===== config.mk =====
export PLATFORM = sky130hd
export DESIGN_NAME = module_mem
export DESIGN_NICKNAME = d
export VERILOG_FILES = /design/src/rtl/module_mem_pkg.sv /design/src/rtl/module_mem_wb.sv /design/src/rtl/module_mem.sv
export SDC_FILE = /design/constraint.sdc
export NUM_CORES = 1
export LEC_CHECK = 0
export CAP_MARGIN = 20
export CELL_PAD_IN_SITES_DETAIL_PLACEMENT = 1
export CELL_PAD_IN_SITES_GLOBAL_PLACEMENT = 1
export CORE_AREA = 5 5 286 288
export DETAILED_ROUTE_END_ITERATION = 16
export DIE_AREA = 0 0 291 293
export PLACE_DENSITY_LB_ADDON = 0.1
export SYNTH_ARGS = -nofsm -noshare
export SYNTH_HDL_FRONTEND = slang
export SYNTH_SLANG_ARGS = --single-unit

===== constraint.sdc =====
create_clock -name clock -period 1.64 [get_ports clock]
set_input_delay 0.41 -clock clock [delete_from_list [all_inputs] [get_ports clock]]
set_output_delay 0.41 -clock clock [all_outputs]
set_load 0.05 [all_outputs]

===== src/rtl/module_mem_pkg.sv =====
// Shared widths, flag layout and FSM encodings for the memory-access stage.
package module_mem_pkg;

  localparam int DATA_BUS_W     = 64;
  localparam int REG_ADDR_BUS_W = 5;
  localparam int FLAG_BUS_W     = 4;
  localparam int FLAG_Z_IDX     = 2;

  typedef logic [DATA_BUS_W-1:0]     DataBus;
  typedef logic [REG_ADDR_BUS_W-1:0] RegAddrBus;
  typedef logic [FLAG_BUS_W-1:0]     FlagBus;

  typedef enum logic [1:0] {
    MEM_IDLE = 2'd0,
    MEM_BUSY = 2'd1,
    MEM_DONE = 2'd2
  } memState_e;

endpackage


===== src/rtl/module_mem_wb.sv =====
// MEM/WB pipeline register; a stalled cycle injects a bubble by clearing RegWrite only.
module mem_wb #(
  parameter int DATA_W = 64,
  parameter int REG_AW = 5
) (
  input  logic              clock,
  input  logic              reset,
  input  logic              stall_i,
  input  logic [REG_AW-1:0] waddr_i,
  input  logic              RegWrite_i,
  input  logic              MemtoReg_i,
  input  logic [DATA_W-1:0] result_i,
  input  logic [DATA_W-1:0] rdata_i,
  output logic [REG_AW-1:0] wb_waddr_o,
  output logic              wb_RegWrite_o,
  output logic              wb_MemtoReg_o,
  output logic [DATA_W-1:0] wb_result_o,
  output logic [DATA_W-1:0] wb_rdata_o
);

  always_ff @(posedge clock or negedge reset) begin
    if (!reset) begin
      wb_waddr_o    <= '0;
      wb_RegWrite_o <= 1'b0;
      wb_MemtoReg_o <= 1'b0;
      wb_result_o   <= '0;
      wb_rdata_o    <= '0;
    end else if (stall_i) begin
      wb_RegWrite_o <= 1'b0;
    end else begin
      wb_waddr_o    <= waddr_i;
      wb_RegWrite_o <= RegWrite_i;
      wb_MemtoReg_o <= MemtoReg_i;
      wb_result_o   <= result_i;
      wb_rdata_o    <= rdata_i;
    end
  end

endmodule


===== src/rtl/module_mem.sv =====
// Memory-access stage: multi-cycle data-memory handshake, branch resolution,
// front-end stall and the MEM/WB register with its forwarding value.
module module_mem
  import module_mem_pkg::*;
#(
  parameter int DATA_W = DATA_BUS_W,
  parameter int REG_AW = REG_ADDR_BUS_W,
  parameter int FLAG_W = FLAG_BUS_W
) (
  input  logic              clock,
  input  logic              reset,
  input  logic [FLAG_W-1:0] mem_flags_i,
  input  logic [DATA_W-1:0] mem_result_i,
  input  logic [DATA_W-1:0] mem_reg2_i,
  input  logic [REG_AW-1:0] mem_waddr_i,
  input  logic              mem_MemRead_i,
  input  logic              mem_MemWrite_i,
  input  logic              mem_MemtoReg_i,
  input  logic              mem_RegWrite_i,
  input  logic [DATA_W-1:0] mem_add_i,
  input  logic              mem_isZeroBranch_i,
  input  logic              mem_isUnconBranch_i,
  input  logic              mem_isNZBranch_i,
  output logic              dmem_req_o,
  output logic              dmem_we_o,
  output logic [DATA_W-1:0] dmem_addr_o,
  output logic [DATA_W-1:0] dmem_wdata_o,
  input  logic [DATA_W-1:0] dmem_rdata_i,
  input  logic              dmem_ack_i,
  output logic              mem_stall_o,
  output logic              mem_pcsrc_o,
  output logic [DATA_W-1:0] mem_target_o,
  output logic [DATA_W-1:0] f_ALURes_o,
  output logic [REG_AW-1:0] wb_waddr_o,
  output logic              wb_RegWrite_o,
  output logic              wb_MemtoReg_o,
  output logic [DATA_W-1:0] wb_result_o,
  output logic [DATA_W-1:0] wb_rdata_o,
  output logic [DATA_W-1:0] f_Out_o
);

  memState_e         state_q, state_d;
  logic [DATA_W-1:0] addr_q, addr_d;
  logic [DATA_W-1:0] wdata_q, wdata_d;
  logic              we_q, we_d;
  logic [DATA_W-1:0] rdata_q, rdata_d;

  logic              isAccess;
  logic              isLoad;
  logic              flagZ;
  logic              unusedFlags;
  logic [DATA_W-1:0] wbRdataIn;

  assign isAccess = mem_MemRead_i | mem_MemWrite_i;
  assign isLoad   = mem_MemRead_i & ~mem_MemWrite_i;
  assign flagZ    = mem_flags_i[FLAG_Z_IDX];
  assign unusedFlags = ^{mem_flags_i[FLAG_W-1:FLAG_Z_IDX+1], mem_flags_i[FLAG_Z_IDX-1:0]};

  always_ff @(posedge clock or negedge reset) begin
    if (!reset) begin
      state_q <= MEM_IDLE;
    end else begin
      state_q <= state_d;
    end
  end

  always_comb begin
    state_d = state_q;
    case (state_q)
      MEM_IDLE: if (isAccess) state_d = MEM_BUSY;
      MEM_BUSY: if (dmem_ack_i) state_d = MEM_DONE;
      MEM_DONE: state_d = MEM_IDLE;
      default:  state_d = MEM_IDLE;
    endcase
  end

  always_comb begin
    mem_stall_o = 1'b0;
    dmem_req_o  = 1'b0;
    case (state_q)
      MEM_IDLE: mem_stall_o = isAccess;
      MEM_BUSY: begin
        mem_stall_o = 1'b1;
        dmem_req_o  = 1'b1;
      end
      default: begin
        mem_stall_o = 1'b0;
        dmem_req_o  = 1'b0;
      end
    endcase
  end

  // Request fields are captured on entry so they stay stable for the whole BUSY window.
  always_comb begin
    addr_d  = addr_q;
    wdata_d = wdata_q;
    we_d    = we_q;
    rdata_d = rdata_q;
    if (state_q == MEM_IDLE && isAccess) begin
      addr_d  = mem_result_i;
      wdata_d = mem_reg2_i;
      we_d    = mem_MemWrite_i;
    end
    if (state_q == MEM_BUSY && dmem_ack_i && !we_q) begin
      rdata_d = dmem_rdata_i;
    end
  end

  always_ff @(posedge clock or negedge reset) begin
    if (!reset) begin
      addr_q  <= '0;
      wdata_q <= '0;
      we_q    <= 1'b0;
      rdata_q <= '0;
    end else begin
      addr_q  <= addr_d;
      wdata_q <= wdata_d;
      we_q    <= we_d;
      rdata_q <= rdata_d;
    end
  end

  assign dmem_addr_o  = addr_q;
  assign dmem_wdata_o = wdata_q;
  assign dmem_we_o    = we_q & (state_q == MEM_BUSY);

  assign mem_pcsrc_o  = ~mem_stall_o & (mem_isUnconBranch_i |
                                        (mem_isZeroBranch_i & flagZ) |
                                        (mem_isNZBranch_i & ~flagZ));
  assign mem_target_o = mem_add_i;
  assign f_ALURes_o   = mem_result_i;

  assign wbRdataIn = isLoad ? rdata_q : '0;

  mem_wb #(
    .DATA_W(DATA_W),
    .REG_AW(REG_AW)
  ) u_mem_wb (
    .clock        (clock),
    .reset        (reset),
    .stall_i      (mem_stall_o),
    .waddr_i      (mem_waddr_i),
    .RegWrite_i   (mem_RegWrite_i),
    .MemtoReg_i   (mem_MemtoReg_i),
    .result_i     (mem_result_i),
    .rdata_i      (wbRdataIn),
    .wb_waddr_o   (wb_waddr_o),
    .wb_RegWrite_o(wb_RegWrite_o),
    .wb_MemtoReg_o(wb_MemtoReg_o),
    .wb_result_o  (wb_result_o),
    .wb_rdata_o   (wb_rdata_o)
  );

  assign f_Out_o = wb_MemtoReg_o ? wb_rdata_o : wb_result_o;

endmodule


# [Yosys cells after proc, flatten, opt, wreduce, memory -nomap -nowiden]
# Cells that the tools add are included.
[totals] ff_bits=330 inputBits=275 out_inout_bits=459 elab_cells=38
[classes] eq_ne=3 muxes=8 bitwise=11 n_reduce_logical=6
[op_table] operator="two-way mux 64 bit" n=2
[op_table] operator="bitwise AND 1 bit" n=5
[op_table] operator="two-way mux 2 bit" n=2
[op_table] operator="inequality test 2 bit (second input constant)" n=2
[op_table] operator="case mux 2 bit (2 select lines)" n=1
[op_table] operator="logical AND 1 bit" n=3
[op_table] operator="inverter 1 bit" n=3
[op_table] operator="bitwise OR 1 bit" n=3
[op_table] operator="equality test 2 x 1 -> 1 bit (second input constant)" n=1
[op_table] operator="logical NOT 2 bit" n=1
[op_table] operator="two-way mux 1 bit" n=2
[op_table] operator="case mux 1 bit (2 select lines)" n=1
[op_table] operator="AND reduction 2 bit" n=1
[op_table] operator="logical NOT 1 bit" n=1

# [Depth between registers and ports, before layout]
# Gate-level depths: netlist of the first run.
[logic_depth] ltp_word=4 ltp_mapped=5 depth_no_buf=3

# [Cells and area by module]
# Synthesis of the first run repeated with hierarchy kept, for this count alone.
[unflattened] cells_unflattened=979 hier_area_um2=14999.4
[by_module_without_submodules] module="module_mem" instances=1 cells_each=694 area_each_um2=9803.2 seq_area_each_um2=4879.7
[by_module_without_submodules] module="mem_wb" instances=1 cells_each=285 area_each_um2=5196.2 seq_area_each_um2=3378.2

# [Worst setup path after synthesis of the first run]
# Ideal clock, no wire load.
[synth_timing] path_kind="input to output" start="in mem_MemWrite_i" end="out mem_pcsrc_o" arrival_time_ps=1730 required_ps=1230 path_slack_ps=-500 stages=5 n_path_buf=2 path_cell_list="nor3_1 nor2_1 buf_2 buf_2 nor2_1"
[synth_via] elab_chain_len=4
[synth_rtl] item="start, declared" line="module_mem.sv:17" text="input logic mem_MemWrite_i,"
[synth_rtl] item="bitwise OR 1 bit" line="module_mem.sv:54" text="assign isAccess = mem_MemRead_i | mem_MemWrite_i;"
[synth_rtl] item="case mux 1 bit (2 select lines)" line="module_mem.sv:80" text="case (state_q)"
[synth_rtl] item="via mem_stall_o" line="module_mem.sv:30" text="output logic mem_stall_o,"
[synth_rtl] item="inverter 1 bit" line="module_mem.sv:127" text="assign mem_pcsrc_o = ~mem_stall_o & (mem_isUnconBranch_i |"
[synth_rtl] item="bitwise AND 1 bit" line="module_mem.sv:127"
[synth_rtl] item="end, declared" line="module_mem.sv:31" text="output logic mem_pcsrc_o,"
# The timed path passes the listed nets, and every way through them passes these cells.

# [Final worst setup path of the first run]
[layout_timing] start="reg u_mem_wb.wb_MemtoReg_o" end="out f_Out_o[36]"
[layout_via] elab_chain_len=1
[layout_rtl] item="start, declared" line="module_mem_wb.sv:16" text="output logic wb_MemtoReg_o,"
[layout_rtl] item="start signal, assigned" line="module_mem_wb.sv:33" text="wb_MemtoReg_o <= MemtoReg_i;"
[layout_rtl] item="two-way mux 64 bit" line="module_mem.sv:154" text="assign f_Out_o = wb_MemtoReg_o ? wb_rdata_o : wb_result_o;"
[layout_rtl] item="end, declared" line="module_mem.sv:39" text="output logic [DATA_W-1:0] f_Out_o"
# No other way between the ends.

==> impl_results.md, run 1 <==
- Synth area leaders: dfrtp_1 58%, mux2_2 20%, buf_4 7.6%
- Total CTS buffers: 45
- Clock transition at path regs: ~0.05 ns
- Placer Congestion: approximately 0.7
- DRT iter0 DRCs: slightly above 200
- Primary FF master, synth: dfrtp_1
- Via density: between 3 and 4
- Initial antenna violation count: 6
- Cell variety after synth: 23
- Async set-reset flop share out of synthesis: 1.000
- Die area: between 0.08 and 0.09 mm^2
- Top-Level Pins: ~730
- Largest net degree at the start of global routing: 46
- H-tree level count: 2
- Die height: ~290 um
- Std cell rows: between 100 and 150
- Max-Slew Margin vs Limit: 0.7373
- Total power draw: 0.07201 W
- CP Data Required Time: approximately 1.2 ns
- Routed wire length: between 60000 and 70000 um
- Core area: roughly 0.079 mm^2
- Post-synth EDFFs: 0
- CTS tree: built
- Fin crit period: between 2 and 2.5 ns
- Layout cells sized above 1: 0.6435
- Worst Skew: between 0.01 and 0.015 ns
- Netlist Area Pre-Place: around 0.014 mm^2
- Max Cap Violations: 0
- GR Overflow Total: 0
- Post-Syn Instances: 915
- Post-Layout Cell Count: between 2000 and 3000
- RSZ-0062 raised after global routing: yes
- First-pass GRT wire length: approximately 89000 um
- Die width: just under 300 um
- Vias in the first global route: ~12000
- DP Area: around 0.025 mm^2
- Crit share post-route: 1.403
- Final Slew Violations: 0
- Setup violators final: between 200 and 300
- Lkg Pwr: roughly 12 nW
- Post-DP HPWL: 46710 um
- Crit end category: output port
- Synth warnings: 0
- Final setup margin: -0.6605 ns
- Worst EP arrival: ~1.9 ns
- Routed wire per std cell: 24.26 um
- Drt drc: 0
- Filler cells: roughly 8000
- FMAX: about 430 MHz
- Worst Hold Class: in -> async
- Worst-Margin Slew: around 0.39 ns
- Global Route Usage Sum: 0.1412
- Critical-path maximum fanout: 7
- Syn avg cell area: roughly 16 um^2
- Peak supply drop: about 1.2 mV
- TritonRoute pass-1 iters: 4
- Area growth syn-to-layout: 98.84%
- TNS Setup: -58.71 ns
- Initial core utilization: 0.1804
- Count leader, synth: dfrtp_1
- Antenna viol nets, final: 0
- Net Count, Synth: about 1200
- Post-synthesis sequential area ratio: 0.5822
- Clock sinks: 330
- Hold violation count in the final report: 0
- Clock Path Buffers: 3
- Yosys top cell by area: dfrtp_1
- Failing checks: setup timing
- Routed via count: between 10000 and 15000
- Worst skew pair latency: between 0.5 and 0.6 ns
- Root buf cell: clkbuf_16
- Post-route cell area: roughly 0.028 mm^2
- Status: finished with violations
- Most frequent cells after synthesis: 330 x dfrtp_1, 255 x mux2_2, 144 x buf_4, 65 x a22o_1, 60 x mux2_4
- Synth top area share: 0.5822
- Placed Cells: 2520
- Pwr dens: 2553 mW/mm^2
- Seq cells post-synth: 330
- Port bufs: between 600 and 700
- CP startpoint kind: flop
- Nets: between 1500 and 2000
- Critical path class: reg -> out
- Hold slack: about 0.32 ns
## final cells by class
type / instances / area [um^2] / area share
clock inverters: 11 / 86.33 / 0.003061
flip-flops and latches: 330 / 8317 / 0.2949
multi-input cells: 406 / 4906 / 0.1740
repair buffers: 791 / 12170 / 0.4317
diodes: 2 / 5.005 / 0.0001775
well taps: 1050 / 1314 / 0.04658
inverters: 1 / 3.754 / 0.0001331
clock buffers: 71 / 1396 / 0.04951
## stage by stage
stage | setup slack [ns] | utilization
finish | -0.6605 | 0.3587
global placement | -0.6935 | 0.3195
CTS | -0.7276 | 0.3542
floorplan | -0.08073 | -
detailed placement | -0.7066 | 0.3195
global route | -0.7252 | 0.3587
## layer usage
layer,up-vias,routed length [um],global-route usage
met2,349,35120,0.2612
met4,6,1146,0.03155
met3,74,4145,0.04580
li1,4454,-,-
met5,-,34,0
met1,5362,24130,0.1586
## sequential cells by signal, summed over array words and instances, names as in the netlist
register and flops:
u_mem_wb.wb_result_o 64, state_q 2, we_q 1, u_mem_wb.wb_RegWrite_o 1
u_mem_wb.wb_rdata_o 64, dmem_wdata_o 64, u_mem_wb.wb_waddr_o 5, dmem_addr_o 64
rdata_q 64, u_mem_wb.wb_MemtoReg_o 1
## critical path: stages, from the launching register on
cell and delay [ns]:
dfrtp_4 0.50, buf_12 0.17, buf_16 0.16, mux2_4 0.32
buf_6 0.16
## final timing paths
check                           slack, ns                   start                      end  cells after the start
worst min register to register       0.49             rdata_q[23]  u_mem_wb.wb_rdata_o[23]                      1
min in group clock                   0.42          mem_RegWrite_i   u_mem_wb.wb_RegWrite_o                      2
max in group asynchronous            0.53                   reset         dmem_wdata_o[47]                      4
worst max register to register      -0.18              state_q[0]              rdata_q[13]                      8
worst max-delay path                -0.66  u_mem_wb.wb_MemtoReg_o              f_Out_o[36]                      4
worst min-delay path                 0.32                   reset          dmem_addr_o[47]                      2
## power by group
part           switching (W)  internal, W
Sequential           0.00414       0.0120
Clock                0.00378      0.00597
Combinational         0.0228       0.0233
Total                 0.0307       0.0413
## timing repair
item                                    4_1_cts  5_1_grt
hold buffers                                  1        0
pin swaps                                     3        1
gates cloned                                 17       14
buffers inserted                             30       18
endpoints found under the setup margin      243      294
endpoints found under the hold margin         8        0
resized for setup                           162       60
## logic make-up (layout without fill, tap and decap cells)
family / count (synthesis) / in the layout / share of synthesized area
and+or+nand+nor: 12 / 12 / 0.005822
buffers and inverters: 179 / 874 / 0.09562
DFF: 330 / 330 / 0.5822
muxes: 326 / 326 / 0.2747
AOI/OAI and AO/OA: 68 / 68 / 0.04164
other: 0 / 2 / 0
## cells in the final DEF (no fill, tap or decap)
master           instances
dlygate4sd2_1            3
nor2b_1                  2
clkbuf_1                11
buf_16                  18
dlygate4sd3_1            1
buf_12                 382
buf_4                   87
nor2_4                   3
dfrtp_1                285
a22o_1                  65
bufinv_16                1
a211oi_2                 1
nor2b_4                  1
mux2_4                 136
o21ai_4                  1
buf_6                   71
diode_2                  2
dfrtp_2                 44
inv_6                    1
inv_1                    1
and2_2                   1
clkinv_2                 8
nand2_1                  1
clkinvlp_4               1
clkbuf_8                13
mux2_1                   1
nor3_4                   1
o21ai_0                  1
mux2_2                 189
and3b_4                  2
clkbuf_16               59
and2_4                   1
buf_8                   14
dfrtp_4                  1
clkdlybuf4s50_1        203
Note: power is estimated with default switching activity, not from simulation.
==> run 2: changes to the inputs <==
--- a/config.mk
+++ b/config.mk
@@ -11,7 +11,9 @@
 export CORE_AREA = 5 5 286 288
 export DETAILED_ROUTE_END_ITERATION = 16
 export DIE_AREA = 0 0 291 293
+export GPL_TIMING_DRIVEN = 0
 export PLACE_DENSITY_LB_ADDON = 0.1
+export SLEW_MARGIN = 5
 export SYNTH_ARGS = -nofsm -noshare
 export SYNTH_HDL_FRONTEND = slang
 export SYNTH_SLANG_ARGS = --single-unit
==> impl_results.md, run 2 (synthesis results as in run 1) <==
- Vias in the first global route: 11960 (+1.5%)
- Worst EP arrival: 1.82 ns (-0.07 ns)
- Clock sinks: 330 (unchanged)
- Critical-path maximum fanout: 10 (+3)
- Drt drc: 0 (unchanged)
- Port bufs: 666 (+11%)
- Met3 Usage GRT: 0.03900 (-0.006803)
- Crit end category: output port
- Std cell rows: 103 (unchanged)
- FMAX: 448.5 MHz (+3.2%)
- Routed via count: 10520 (+2.7%)
- Total CTS buffers: 44 (-2.2%)
- Global routing met1 resource utilization: 0.1658 (+0.007182)
- GR Layer Usage met2: 0.2685 (+0.007231)
- Critical path class: reg -> out
- CP startpoint kind: flop
- CTS tree: built
- Layout cells sized above 1: 0.6157 (-0.02782)
- Clock transition at path regs: 0.05 ns (about the same)
- Failing checks: hold timing, setup timing
- Clock Path Buffers: 3 (unchanged)
- Top-Level Pins: 734 (unchanged)
- Most frequent cells in the layout: 304 x dfrtp_1, 293 x buf_4, 186 x mux2_2
- TritonRoute pass-1 iters: 4 (unchanged)
- Hold violation count in the final report: 59 (+59)
- Global Route Usage Sum: 0.1448 (+0.003590)
- Largest net degree at the start of global routing: 98 (+110%)
- Fin crit period: 2.230 ns (-0.07085 ns)
- First-pass GRT wire length: 91400 um (+2.1%)
- Total power draw: 0.06296 W (-13%)
- Root buf cell: clkbuf_16
- Area growth syn-to-layout: 78.41%
- Peak supply drop: 0.9475 mV (-21%)
- Commonest non-fill, non-tap cell in the layout: dfrtp_1
- Max-Slew Margin vs Limit: 0.6177 (-0.1197)
- Worst Skew: 0.01206 ns (-0.002395 ns)
- Final Util: 0.3219 (-0.03686)
- Die height: 293 um (unchanged)
- TNS Setup: -55.66 ns (+3.047 ns)
- Antenna viol nets, final: 0 (unchanged)
- Post-DP HPWL: 48310 um (+3.4%)
- Final Slew Violations: 0 (unchanged)
- Worst Hold Class: in -> async
- Core area: 0.07861 mm^2 (unchanged)
- Routed wire length: 67160 um (+4.0%)
- H-tree level count: 2 (unchanged)
- Post-Layout Cell Count: 2767 (+3.9%)
- Nets: 1954 (+5.6%)
- Initial core utilization: 0.1804 (unchanged)
- Max Cap Violations: 0 (unchanged)
- Hold slack: -0.2088 ns (-0.5271 ns)
- Worst-Margin Slew: 0.5735 ns (+0.1810 ns)
- Lkg Pwr: 12.28 nW (-1.2%)
- CP Data Required Time: 1.23 ns (about the same)
- Pwr dens: 2488 mW/mm^2 (-2.6%)
- Crit share post-route: 1.360 (-0.04320)
- Routed wire per std cell: 24.27 um (about the same)
- RSZ-0062 raised after global routing: yes
- GR Overflow Total: 0 (unchanged)
- Die area: 0.08526 mm^2 (unchanged)
- Status: finished with violations
- Via density: 3.801 (-1.2%)
- Placer Congestion: 0.7005 (-0.43%)
- Initial antenna violation count: 9 (+3)
- Worst skew pair latency: 0.56 ns (about the same)
- Die width: 291 um (unchanged)
- GR peak layer: met2
- Worst reg2reg setup slack: -0.21 ns (-0.03 ns)
- Setup violators final: 274 (+4.2%)
- Placed Cells: 2634 (+4.5%)
- Final setup margin: -0.5896 ns (+0.07084 ns)
- DRT iter0 DRCs: 286 (+40%)
==> run 2: cell types whose count changed in the layout (fill, tap and decap cells not counted), moves of 43 or more <==
cell / before / now
dlymetal6s2s_1: 0 / 76
buf_6: 71 / 181
buf_2: 0 / 43
clkdlybuf4s50_1: 203 / 160
buf_4: 87 / 293
buf_12: 382 / 45
==> run 2: final cells by class <==
| type | count | area (um^2) |
|---|---|---|
| Antenna cell | 5 | 12.51 |
| Inverter | 1 | 3.754 |
| Tap cell | 1050 | 1314 |
| Multi-Input combinational cell | 406 | 4900 |
| Timing Repair Buffer | 723 | 7644 |
| Clock inverter | 7 | 95.09 |
| Sequential cell | 330 | 8290 |
| Fill cell | 8393 | 53310 |
| Clock buffer | 72 | 1348 |
| Buffer | 173 | 1698 |
==> run 2: metal layers <==
metal | vias to the layer above | part of all wire
li1 | 4664 | -
met2 | 346 | 0.53
met3 | 75 | 0.055
met1 | 5425 | 0.39
met5 | - | 0.00082
met4 | 8 | 0.019
==> run 2: per-stage QoR <==
step                instance area (um^2)  worst slack [ns]
floorplan                          14430          -0.08073
global placement                   22410            -17.54
detailed placement                 22500            -1.533
CTS                                24260           -0.7089
global route                       25300           -0.6742
finish                             25300           -0.5896
==> run 2: worst paths after layout <==
| path | startpoint | endpoint | depth (start not counted) |
|---|---|---|---|
| setup / recovery | u_mem_wb.wb_MemtoReg_o | f_Out_o[27] | 4 |
| hold / removal | reset | u_mem_wb.wb_result_o[49] | 1 |
| setup reg to reg | state_q[1] | rdata_q[35] | 7 |
| hold reg to reg | rdata_q[28] | u_mem_wb.wb_rdata_o[28] | 1 |
| max in group asynchronous | reset | u_mem_wb.wb_rdata_o[10] | 3 |
| min in group clock | mem_result_i[50] | dmem_addr_o[50] | 2 |
==> run 2: power breakdown <==
group / internal (W) / switching, W / total (W) / leakage [nW]
Sequential: 0.0120 / 0.00274 / 0.0147 / 3.96
Clock: 0.00590 / 0.00380 / 0.00969 / 0.704
Combinational: 0.0157 / 0.0229 / 0.0385 / 7.61
Total: 0.0336 / 0.0294 / 0.0630 / 12.3
==> run 2: critical path, cell delays in order, from the launching register on <==
cell and delay, ns:
dfrtp_2 0.40, buf_12 0.18, buf_12 0.17, mux2_4 0.32, buf_6 0.16
==> run 2: repair_timing <==
| item | in CTS | in global routing |
|---|---|---|
| endpoints found under the hold margin | 59 | 59 |
| buffers inserted | 25 | 7 |
| gates resized for setup | 2619 | 222 |
| setup endpoints to repair | 702 | 489 |
| pin swaps | 2 | 3 |
| gates cloned | 11 | 23 |
==> run 3: changes to the inputs <==
--- a/config.mk
+++ b/config.mk
@@ -8,10 +8,9 @@
 export CAP_MARGIN = 20
 export CELL_PAD_IN_SITES_DETAIL_PLACEMENT = 1
 export CELL_PAD_IN_SITES_GLOBAL_PLACEMENT = 1
-export CORE_AREA = 5 5 286 288
+export CORE_AREA = 5 5 285 287
 export DETAILED_ROUTE_END_ITERATION = 16
-export DIE_AREA = 0 0 291 293
-export GPL_TIMING_DRIVEN = 0
+export DIE_AREA = 0 0 290 292
 export PLACE_DENSITY_LB_ADDON = 0.1
 export SLEW_MARGIN = 5
 export SYNTH_ARGS = -nofsm -noshare
==> constraint.sdc (replaced) <==
create_clock -name clock -period 2.78 [get_ports clock]
set_input_delay 0.695 -clock clock [delete_from_list [all_inputs] [get_ports clock]]
set_output_delay 0.695 -clock clock [all_outputs]
set_load 0.05 [all_outputs]
==> impl_results.md, run 3 (synthesis results as in run 1) <==
- Fin crit period: roughly 2.7 ns
- Hold violation count in the final report: 0 (-100%)
- Antenna viol nets, final: 0 (unchanged)
- GR Overflow Total: 0 (unchanged)
- Total CTS buffers: 44 (unchanged)
- Die width: 290 um (-0.34%)
- RSZ-0062 raised after global routing: no
- First-pass GRT wire length: 81820 um (-10%)
- Drt drc: 0 (unchanged)
- Post-placement worst setup slack: -0.1273 ns (+1.406 ns)
- FMAX: ~370 MHz
- Switching pwr: 0.01600 W (-46%)
- Crit share post-route: 0.9763
- Switching part of the total: 0.4729 (+0.006012)
- Layout cells sized above 1: 0.3923 (-0.2233)
- Buf+Inv Stages, Crit Path: 5 (+2)
- Clock sinks: 330 (unchanged)
- Clock transition at path regs: 0.05 ns (about the same)
- Final setup margin: 0.06586 ns (+0.6555 ns)
- Die height: 292 um (-0.34%)
- Die area: 0.08468 mm^2 (-0.68%)
- Worst Skew: 0.01131 ns (-0.0007468 ns)
- Largest net degree at the start of global routing: 62 (-37%)
- Vias in the first global route: 10900 (-8.8%)
- Via density: 3.732 (-1.8%)
- Worst Hold Class: in -> async
- Register share of total power: 0.253 (+0.019)
- Placer Congestion: 0.7409 (+5.8%)
- TritonRoute pass-1 iters: 4 (unchanged)
- Core area: 0.07836 mm^2 (-0.33%)
- Std cell rows: 103 (unchanged)
- CTS tree: built
- Status: completed
- Final Slew Violations: 0 (unchanged)
- Most frequent cells in the layout: 468 x clkdlybuf4s50_1, 329 x dfrtp_1, 255 x mux2_2
- Final Util: 0.2900 (-0.03185)
- Pwr dens: 1489 mW/mm^2 (-40%)
- Clock group share of total power: 0.164 (+0.010)
- Combinational Power Share: 0.583 (-0.029)
- CP Data Required Time: 2.09 ns (+0.86 ns)
- Cell chain of the critical path: clkdlybuf4s50_1 -> nor3_2 -> buf_4 -> nor2_4 -> buf_12 -> buf_4 -> buf_12
- Worst EP arrival: 2.02 ns (+0.20 ns)
- Placed Cells: 2431 (-7.7%)
- Routed wire length: 56370 um (-16%)
- Lkg Pwr: 9.591 nW (-22%)
- Global Route Usage Sum: 0.1284 (-0.01632)
- Root buf cell: clkbuf_16
- Clock Path Buffers: 3 (unchanged)
- Worst-Margin Slew: 0.6320 ns (+0.05849 ns)
- Int Pwr: 0.01784 W (-47%)
- Worst skew pair latency: 0.55 ns (about the same)
- Max Cap Violations: 0 (unchanged)
- Port bufs: 602 (-9.6%)
- Post-DP HPWL: 42350 um (-12%)
- CP top delay family: buffers and inverters
- Max-Slew Margin vs Limit: 0.5773 (-0.04031)
- Peak supply drop: 0.5889 mV (-38%)
- Commonest non-fill, non-tap cell in the layout: clkdlybuf4s50_1
- Routed wire per std cell: 22.41 um (-7.7%)
- Crit end category: output port
- DRT iter0 DRCs: 200 (-30%)
- Post-Layout Cell Count: 2515 (-9.1%)
- Critical path class: in -> out
- CP startpoint kind: primary input
- Critical-path maximum fanout: 6 (-4)
- Initial antenna violation count: 5 (-4)
- Initial core utilization: 0.1810 (+0.0005935)
- Top-Level Pins: 734 (unchanged)
- Routed via count: 9387 (-11%)
- CP max stage delay: 0.54 ns (+0.14 ns)
- H-tree level count: 2 (unchanged)
- CP max stage cell: clkdlybuf4s50_1
- Area growth syn-to-layout: 60.22%
- Setup violators final: 0 (-100%)
- Nets: 1706 (-13%)
## run 3: cell types whose count changed in the layout (fill, tap and decap cells not counted), moves of 43 or more
cell / change
buf_6: -181
mux2_4: -80
buf_4: -202
clkdlybuf4s50_1: +308
mux2_2: +69
dlymetal6s2s_1: -76
buf_2: -43
## run 3: per-layer routing
layer | track usage | vias up | share of wire
li1 | - | 4151 | -
met4 | 0.03823 | 2 | 0.025
met5 | 0 | - | 0.00021
met2 | 0.2305 | 348 | 0.52
met1 | 0.1456 | 4801 | 0.38
met3 | 0.04252 | 85 | 0.068
## run 3: final timing paths
path	startpoint	endpoint	slack, ns	depth (start not counted)
worst max-delay path	mem_MemWrite_i	mem_stall_o	0.07	7
min in group clock	rdata_q[63]	u_mem_wb.wb_rdata_o[63]	0.48	1
worst max register to register	state_q[0]	u_mem_wb.wb_waddr_o[1]	0.78	8
worst min-delay path	reset	rdata_q[47]	0.06	1
max in group asynchronous	reset	dmem_wdata_o[23]	1.92	3
worst min register to register	rdata_q[63]	u_mem_wb.wb_rdata_o[63]	0.48	1
## run 3: final cells by class
| class | count | area (um^2) |
|---|---|---|
| flip-flops and latches | 330 | 8262 |
| well taps | 1050 | 1314 |
| fillers | 8475 | 55630 |
| multi-input cells | 406 | 4603 |
| inverters | 1 | 3.754 |
| diodes | 2 | 5.005 |
| clock buffers | 64 | 1297 |
| repair buffers | 648 | 7133 |
| clock inverters | 14 | 107.6 |
## run 3: worst reg2reg max path, stage by stage, from the launching register on
cell and delay [ns]:
dfrtp_1 0.40, nor3_2 0.07, buf_4 0.14, nor2_4 0.11, buf_12 0.14, buf_4 0.16
buf_4 0.18, buf_12 0.25, mux2_2 0.43
## run 3: power by group through the flow
stage,Sequential (W),Combinational (W),Clock [W]
after detailed placement,0.00873,0.0199,0
after floorplan,0.0143,0.00733,0
after global placement,0.00865,0.0199,0
after global routing,0.00891,0.0205,0.00605
after CTS,0.00863,0.0201,0.00585
final,0.00857,0.0197,0.00556
## run 3: stage by stage
stage / TNS, ns / total power [W] / hold WS [ns] / instance area, um^2
final: 0 / 0.03385 / 0.05538 / 22730
after global routing: 0 / 0.03546 / 0.05174 / 22720
after CTS: 0 / 0.03460 / 0.03269 / 22720
after detailed placement: -3.760 / 0.02868 / 0.4730 / 21260
after global placement: -4.477 / 0.02855 / 0.4702 / 21260
after floorplan: 0 / 0.02163 / 0.3994 / 14180
## run 3: repair_timing
| item | in CTS | in global routing |
|---|---|---|
| hold buffers | 0 | 0 |
| pin swaps | 1 | 0 |
| setup endpoints to repair | 54 | 1 |
| gates resized for setup | 3 | 1 |
| setup buffers | 4 | 0 |
| hold endpoints to repair | 0 | 0 |
